==> config.mk <==
export PLATFORM = sky130hd
export DESIGN_NAME = spi_slave_mem_bridge
export DESIGN_NICKNAME = d
export VERILOG_FILES = /design/src/rtl/spi_slave_mem_bridge.sv
export SDC_FILE = /design/constraint.sdc
export NUM_CORES = 1
export LEC_CHECK = 0
export CAP_MARGIN = 20
export CORE_MARGIN = 1
export CORE_UTILIZATION = 37
export DETAILED_ROUTE_END_ITERATION = 8
export SETUP_SLACK_MARGIN = 0.3
export SKIP_CTS_REPAIR_TIMING = 1
export SLEW_MARGIN = 10
export SYNTH_ARGS = -nofsm -noshare
export SYNTH_HDL_FRONTEND = slang
export SYNTH_SLANG_ARGS = --single-unit
==> constraint.sdc <==
create_clock -name clk -period 5 [get_ports clk]
set_input_delay 0.75 -clock clk [delete_from_list [all_inputs] [get_ports clk]]
set_output_delay 0.75 -clock clk [all_outputs]
set_load 0.02 [all_outputs]
==> src/rtl/spi_slave_mem_bridge.sv <==
// rtl/spi_slave_mem_bridge.sv - SPI mode-0 slave that decodes two-byte frames into en/valid memory accesses
// SPI pins are oversampled by clk; one memory access per selected frame.
module spi_slave_mem_bridge #(
  parameter int SYNC_STAGES = 2,
  parameter int TIMEOUT     = 64
) (
  input  logic       clk,
  input  logic       rst,
  input  logic       spi_sclk,
  input  logic       spi_cs_n,
  input  logic       spi_mosi,
  output logic       spi_miso,
  output logic       spi_miso_oe,
  output logic       mem_en,
  output logic       mem_wr_en,
  output logic [5:0] mem_addr,
  output logic [7:0] mem_wr_data,
  input  logic [7:0] mem_rd_data,
  input  logic       mem_valid,
  output logic       busy,
  output logic       frame_done,
  output logic       err_overrun,
  output logic       err_timeout
);

  localparam int TW = $clog2(TIMEOUT) + 1;

  typedef enum logic [2:0] {IDLE, CMD, RD_REQ, WR_DATA, WR_REQ, REL, FIN} state_t;

  logic [SYNC_STAGES-1:0] sclk_sync, cs_sync, mosi_sync;
  logic sclk_s, cs_s, mosi_s, sclk_q, cs_q;
  logic sclk_rise, sclk_fall, cs_fall;

  state_t        state;
  logic          armed, ovr, aborted, timed_out;
  logic [6:0]    rx_sh;
  logic [2:0]    rcnt;
  logic [4:0]    fcnt;
  logic [7:0]    tx;
  logic [TW-1:0] tcnt;

  assign sclk_s    = sclk_sync[SYNC_STAGES-1];
  assign cs_s      = cs_sync[SYNC_STAGES-1];
  assign mosi_s    = mosi_sync[SYNC_STAGES-1];
  assign sclk_rise = sclk_s & ~sclk_q;
  assign sclk_fall = ~sclk_s & sclk_q;
  assign cs_fall   = cs_q & ~cs_s;

  assign spi_miso_oe = busy & ~cs_s;

  // cs_n chain resets to 0 so a frame already running at reset release never looks like a fresh cs_n fall
  always_ff @(posedge clk) begin
    if (rst) begin
      sclk_sync <= '0;
      cs_sync   <= '0;
      mosi_sync <= '0;
      sclk_q    <= 1'b0;
      cs_q      <= 1'b0;
    end else begin
      sclk_sync <= {sclk_sync[SYNC_STAGES-2:0], spi_sclk};
      cs_sync   <= {cs_sync[SYNC_STAGES-2:0], spi_cs_n};
      mosi_sync <= {mosi_sync[SYNC_STAGES-2:0], spi_mosi};
      sclk_q    <= sclk_s;
      cs_q      <= cs_s;
    end
  end

  always_ff @(posedge clk) begin
    if (rst) begin
      state       <= IDLE;
      armed       <= 1'b0;
      busy        <= 1'b0;
      frame_done  <= 1'b0;
      err_overrun <= 1'b0;
      err_timeout <= 1'b0;
      mem_en      <= 1'b0;
      mem_wr_en   <= 1'b0;
      mem_addr    <= '0;
      mem_wr_data <= '0;
      spi_miso    <= 1'b0;
      ovr         <= 1'b0;
      aborted     <= 1'b0;
      timed_out   <= 1'b0;
      rx_sh       <= '0;
      rcnt        <= '0;
      fcnt        <= '0;
      tx          <= '0;
      tcnt        <= '0;
    end else begin
      frame_done <= 1'b0;
      if (cs_s) armed <= 1'b0 | 1'b1;

      // Falls 1-8 belong to byte 0 (MISO stays 0); the 8th presents tx[7], falls 9-16 shift byte 1
      if (sclk_fall && state != IDLE && fcnt != 5'd16) begin
        fcnt <= fcnt + 5'd1;
        if (fcnt == 5'd7) begin
          spi_miso <= tx[7];
        end else if (fcnt >= 5'd8) begin
          tx       <= {tx[6:0], 1'b0};
          spi_miso <= tx[6];
        end
      end

      case (state)
        IDLE: begin
          if (armed && cs_fall) begin
            state     <= CMD;
            busy      <= 1'b1;
            rcnt      <= '0;
            fcnt      <= '0;
            tx        <= '0;
            spi_miso  <= 1'b0;
            ovr       <= 1'b0;
            aborted   <= 1'b0;
            timed_out <= 1'b0;
          end
        end

        CMD: begin
          if (cs_s) begin
            state    <= IDLE;
            busy     <= 1'b0;
            spi_miso <= 1'b0;
          end else if (sclk_rise) begin
            rx_sh <= {rx_sh[5:0], mosi_s};
            rcnt  <= rcnt + 3'd1;
            if (rcnt == 3'd7) begin
              mem_addr <= {rx_sh[4:0], mosi_s};
              if (rx_sh[6]) begin
                state <= WR_DATA;
              end else begin
                // Read data defaults to 0xFF until the memory answers in time
                state     <= RD_REQ;
                mem_en    <= ~mem_valid;
                mem_wr_en <= 1'b0;
                tcnt      <= '0;
                tx        <= 8'hFF;
              end
            end
          end
        end

        WR_DATA: begin
          if (cs_s) begin
            state    <= IDLE;
            busy     <= 1'b0;
            spi_miso <= 1'b0;
          end else if (sclk_rise) begin
            rx_sh <= {rx_sh[5:0], mosi_s};
            rcnt  <= rcnt + 3'd1;
            if (rcnt == 3'd7) begin
              state       <= WR_REQ;
              mem_wr_data <= {rx_sh, mosi_s};
              mem_en      <= ~mem_valid;
              mem_wr_en   <= 1'b1;
              tcnt        <= '0;
            end
          end
        end

        RD_REQ, WR_REQ: begin
          if (cs_s) aborted <= 1'b1;
          if (state == RD_REQ && sclk_rise) begin
            err_overrun <= 1'b1;
            ovr         <= 1'b1;
          end
          // A request only goes out once a previous completion flag has dropped
          if (!mem_en) begin
            if (!mem_valid) begin
              mem_en <= 1'b1;
              tcnt   <= '0;
            end
          end else if (mem_valid) begin
            mem_en <= 1'b0;
            state  <= REL;
            if (state == RD_REQ && !ovr && !sclk_rise) begin
              tx       <= mem_rd_data;
              spi_miso <= mem_rd_data[7];
            end
          end else if (tcnt == TW'(TIMEOUT - 1)) begin
            mem_en      <= 1'b0;
            err_timeout <= 1'b1;
            timed_out   <= 1'b1;
            state       <= REL;
          end else begin
            tcnt <= tcnt + TW'(1);
          end
        end

        REL: begin
          if (!mem_valid) begin
            if (aborted) begin
              state    <= IDLE;
              busy     <= 1'b0;
              spi_miso <= 1'b0;
            end else begin
              state <= FIN;
            end
          end
        end

        FIN: begin
          if (cs_s) begin
            state      <= IDLE;
            busy       <= 1'b0;
            spi_miso   <= 1'b0;
            frame_done <= ~timed_out;
          end
        end

        default: state <= IDLE;
      endcase
    end
  end

endmodule

==> summary.md <==
| Metric | Value |
|---|---|
| Routed via count | `2634` |
| Vias in the first global route | `2434` |
| DRC | `0` |
| Antenna cells | `0` |
| Post-synth EDFFs | `0` |
| Fin. Hold Viols | `0` |
| Final period util | `52.1%` |
| Layout Area Growth over Synthesis | `20.9%` |
| Seq/Total Area, Yosys | `43.3%` |
| Delay of the slowest cell on the worst path | `0.80 ns` |
| CTS tree | `done` |
| Worst-Skew Late Latency | `0.33 ns` |
| Setup TNS | `0 ns` |
| Avg Inst Size Synth | `8.70 µm²` |
| Initial antenna violation count | `0` |
| IO Count | `36` |
| Synth warn | `0` |
| Sw Share | `33.0%` |
| Post-detail-place hpwl | `4720 µm` |
| Worst slew pin tran | `0.871 ns` |
| Worst hold endpoint | `frame_done$_SDFF_PP0_` |
| Crit-path max FO | `22` |
| Synth top area cells | `dfxtp_1 (43%), mux2i_1 (6.9%), a21oi_1 (5.7%)` |
| Starting Density | `38.9%` |
| R2r setup slk | `2.40 ns` |
| Power Internal | `921 µW` |
| Final std cell area, no fill | `3690 µm²` |
| Drt first pass iters | `4` |
| Max Cap Viol | `0` |
| Core area | `7850 µm²` |
| RSZ-0062 raised after global routing | `false` |
| Share of cells above drive strength 1 | `6.96%` |
| Reg power frac | `44.9%` |
| Ys async rst share | `0%` |
| Routed WL per cell | `14.3 µm` |
| Design Power | `1.37 mW` |
| # H-tree levels | `3` |
| Clock power frac | `34.4%` |
| Status | `finished, final reports clean` |
| Critical Path End Type | `flip-flop` |
| Cell Area, Synth | `3050 µm²` |
| Port Buffer Count | `35` |
| Cell with the most instances after synthesis | `dfxtp_1` |
| Max Buffers Root-to-Sink | `2` |
| Final setup vio count | `0` |
| First-pass GRT wire length | `11800 µm` |
| HP Class | `flip-flop to flip-flop` |
| 1st-iter DRT viols | `198` |
| Crit-path leading delay family | `simple AND/OR/NAND/NOR gates` |
| Post-Place Cells | `473` |
| Leak | `1.36 nW` |
| Critical path cell sequence | `nand2b_1 > nor3_2 > nand3_1 > mux2i_1 > nor2_1` |
| CTS Buf Count | `9` |
| CTS Sinks | `66` |
| Crit start category | `flip-flop` |
| Post-synthesis cell count | `351` |
| Reg2Reg Depth | `5` |
| Pin count of the biggest net entering global routing | `59` |
| NetSw | `453 µW` |
| Worst path slowest cell | `dfxtp_1` |
| Area leader, netlist | `dfxtp_1` |
| Pwr Density | `372 nW/µm²` |
| CP Class | `flip-flop to flip-flop` |
| GR Util All Layers | `17.4%` |
| Post-synth top cells | `dfxtp_1 (66), nor2_1 (45), nand2_1 (36)` |
| Die H | `92.8 µm` |
| Antenna-violating nets left | `0` |
| Seq cells post-synth | `66` |
| VDD IR-drop max | `0.146 mV` |
| RR Startpoint | `state[0]$_SDFFE_PP0P_` |
| Top FF cell, synth | `dfxtp_1` |
| Min-delay src | `timed_out$_SDFFE_PP0P_` |
| Yosys top cell area share | `43.3%` |
| Buf/Inv on CP | `0` |
| Max_slew headroom | `41.8%` |
| Crit path DAT | `2.80 ns` |
| Fmax achieved | `0.384 GHz` |
| CTS clk-pin slew, worst paths | `0.07 ns` |
| Routed vias/inst | `5.38` |
| Detailed Route WL | `7020 µm` |
| Slew Limit Fails | `0` |
| Row count | `32` |
| Root buffer cell | `clkbuf_8` |
| Comb power frac | `20.8%` |
| Unique masters post-synth | `57` |
| Worst Skew | `0.0116 ns` |
| Fin cells | `490` |
| Final #Nets | `402` |
| GP Congestion | `0.806` |
| Global route overflow | `0` |
| Placed cell area | `3450 µm²` |
| R2R Path End | `mem_wr_data[7]$_SDFFE_PP0P_` |
| Worst path required time | `5.20 ns` |
| Hold path cells | `1` |
| Mapped Nets | `370` |
| Die Wd | `92.8 µm` |
| Final worst path period need | `2.60 ns` |
| Die ar. | `8620 µm²` |
[area by class of cell]
cell class | instances | area (µm²)
sequential | 66 | 1320
clock buffer | 11 | 151
fill | 796 | 4160
clock inverter | 5 | 61.3
tap | 102 | 128
multi-input combinational | 262 | 1630
inverter | 8 | 30.0
timing repair buffer | 36 | 373
[kinds of logic (layout without fill, tap and decap cells)]
| family | after synthesis | after routing | share of synthesized area [%] |
|---|---|---|---|
| AO/OA/AOI/OAI | 88 | 88 | 18.2 |
| flip-flops | 66 | 66 | 43.3 |
| adder cells (fa/ha/maj) | 5 | 5 | 2.05 |
| AND/OR/NAND/NOR | 142 | 142 | 24.3 |
| XOR/XNOR | 6 | 6 | 1.72 |
| multiplexers | 21 | 21 | 6.89 |
| buffers and inverters | 23 | 60 | 3.48 |
[flip-flops by register name, summed over array words and instances, names as in the netlist, 2 cells and up]
signal	count
mem_wr_data	8
tcnt	7
cs_sync	2
mem_addr	6
rcnt	3
fcnt	5
tx	8
sclk_sync	2
mosi_sync	2
rx_sh	7
state	3
[power groups by stage]
stage / combinational [mW] / clock [mW] / sequential [mW]
final: 0.285 / 0.472 / 0.616
after global routing: 0.315 / 0.512 / 0.625
after CTS: 0.280 / 0.485 / 0.616
after detailed placement: 0.279 / 0 / 0.628
after global placement: 0.280 / 0 / 0.626
after floorplan: 0.261 / 0 / 0.578
[per-layer routing]
layer  up-vias  part of all wire [%]  track usage, %
met1      1253                    48            23.7
met3         7                   4.0            4.35
li1       1324                     -               -
met5         -                     0               0
met4         0                   1.5            6.67
met2        50                    46            26.2
[stage by stage]
| stage | hold slack [ns] | util, % | setup slack [ns] |
|---|---|---|---|
| floorplan | 0.397 | - | 3.11 |
| global placement | 0.417 | 44.0 | 2.21 |
| detailed placement | 0.425 | 44.0 | 2.25 |
| CTS | 0.437 | 46.7 | 2.35 |
| global route | 0.456 | 47.0 | 2.11 |
| finish | 0.432 | 47.0 | 2.40 |
[placed cells by master, fill, tap and decap left out, types with 5 or more instances in the layout]
cell type | netlist | final
o22ai_1 | 7 | 7
clkdlybuf4s50_1 | 0 | 34
nor3_1 | 6 | 6
clkbuf_8 | 1 | 11
nand2b_1 | 5 | 5
ha_1 | 5 | 5
dfxtp_1 | 66 | 66
a21oi_1 | 35 | 35
nand2_1 | 36 | 36
nor2b_1 | 13 | 13
mux2i_1 | 21 | 21
inv_1 | 8 | 8
o21ai_0 | 12 | 12
nor2_1 | 45 | 45
nand3_1 | 6 | 6
[worst max path at each step]
stage | to | slack, ns | from | cells after the start
5_1_grt | mem_wr_data[5]$_SDFFE_PP0P_ | 2.11 | state[0]$_SDFFE_PP0P_ | 5
4_1_cts | mem_wr_data[7]$_SDFFE_PP0P_ | 2.35 | state[0]$_SDFFE_PP0P_ | 5
3_5_place_dp | tx[4]$_SDFF_PP0_ | 2.25 | mem_valid | 6
3_3_place_gp | state[1]$_SDFFE_PP0P_ | 2.21 | mem_valid | 6
2_1_floorplan | tx[1]$_SDFF_PP0_ | 3.11 | mem_valid | 5
6_report | mem_wr_data[7]$_SDFFE_PP0P_ | 2.40 | state[0]$_SDFFE_PP0P_ | 5
(Power assumes the default switching activity.)
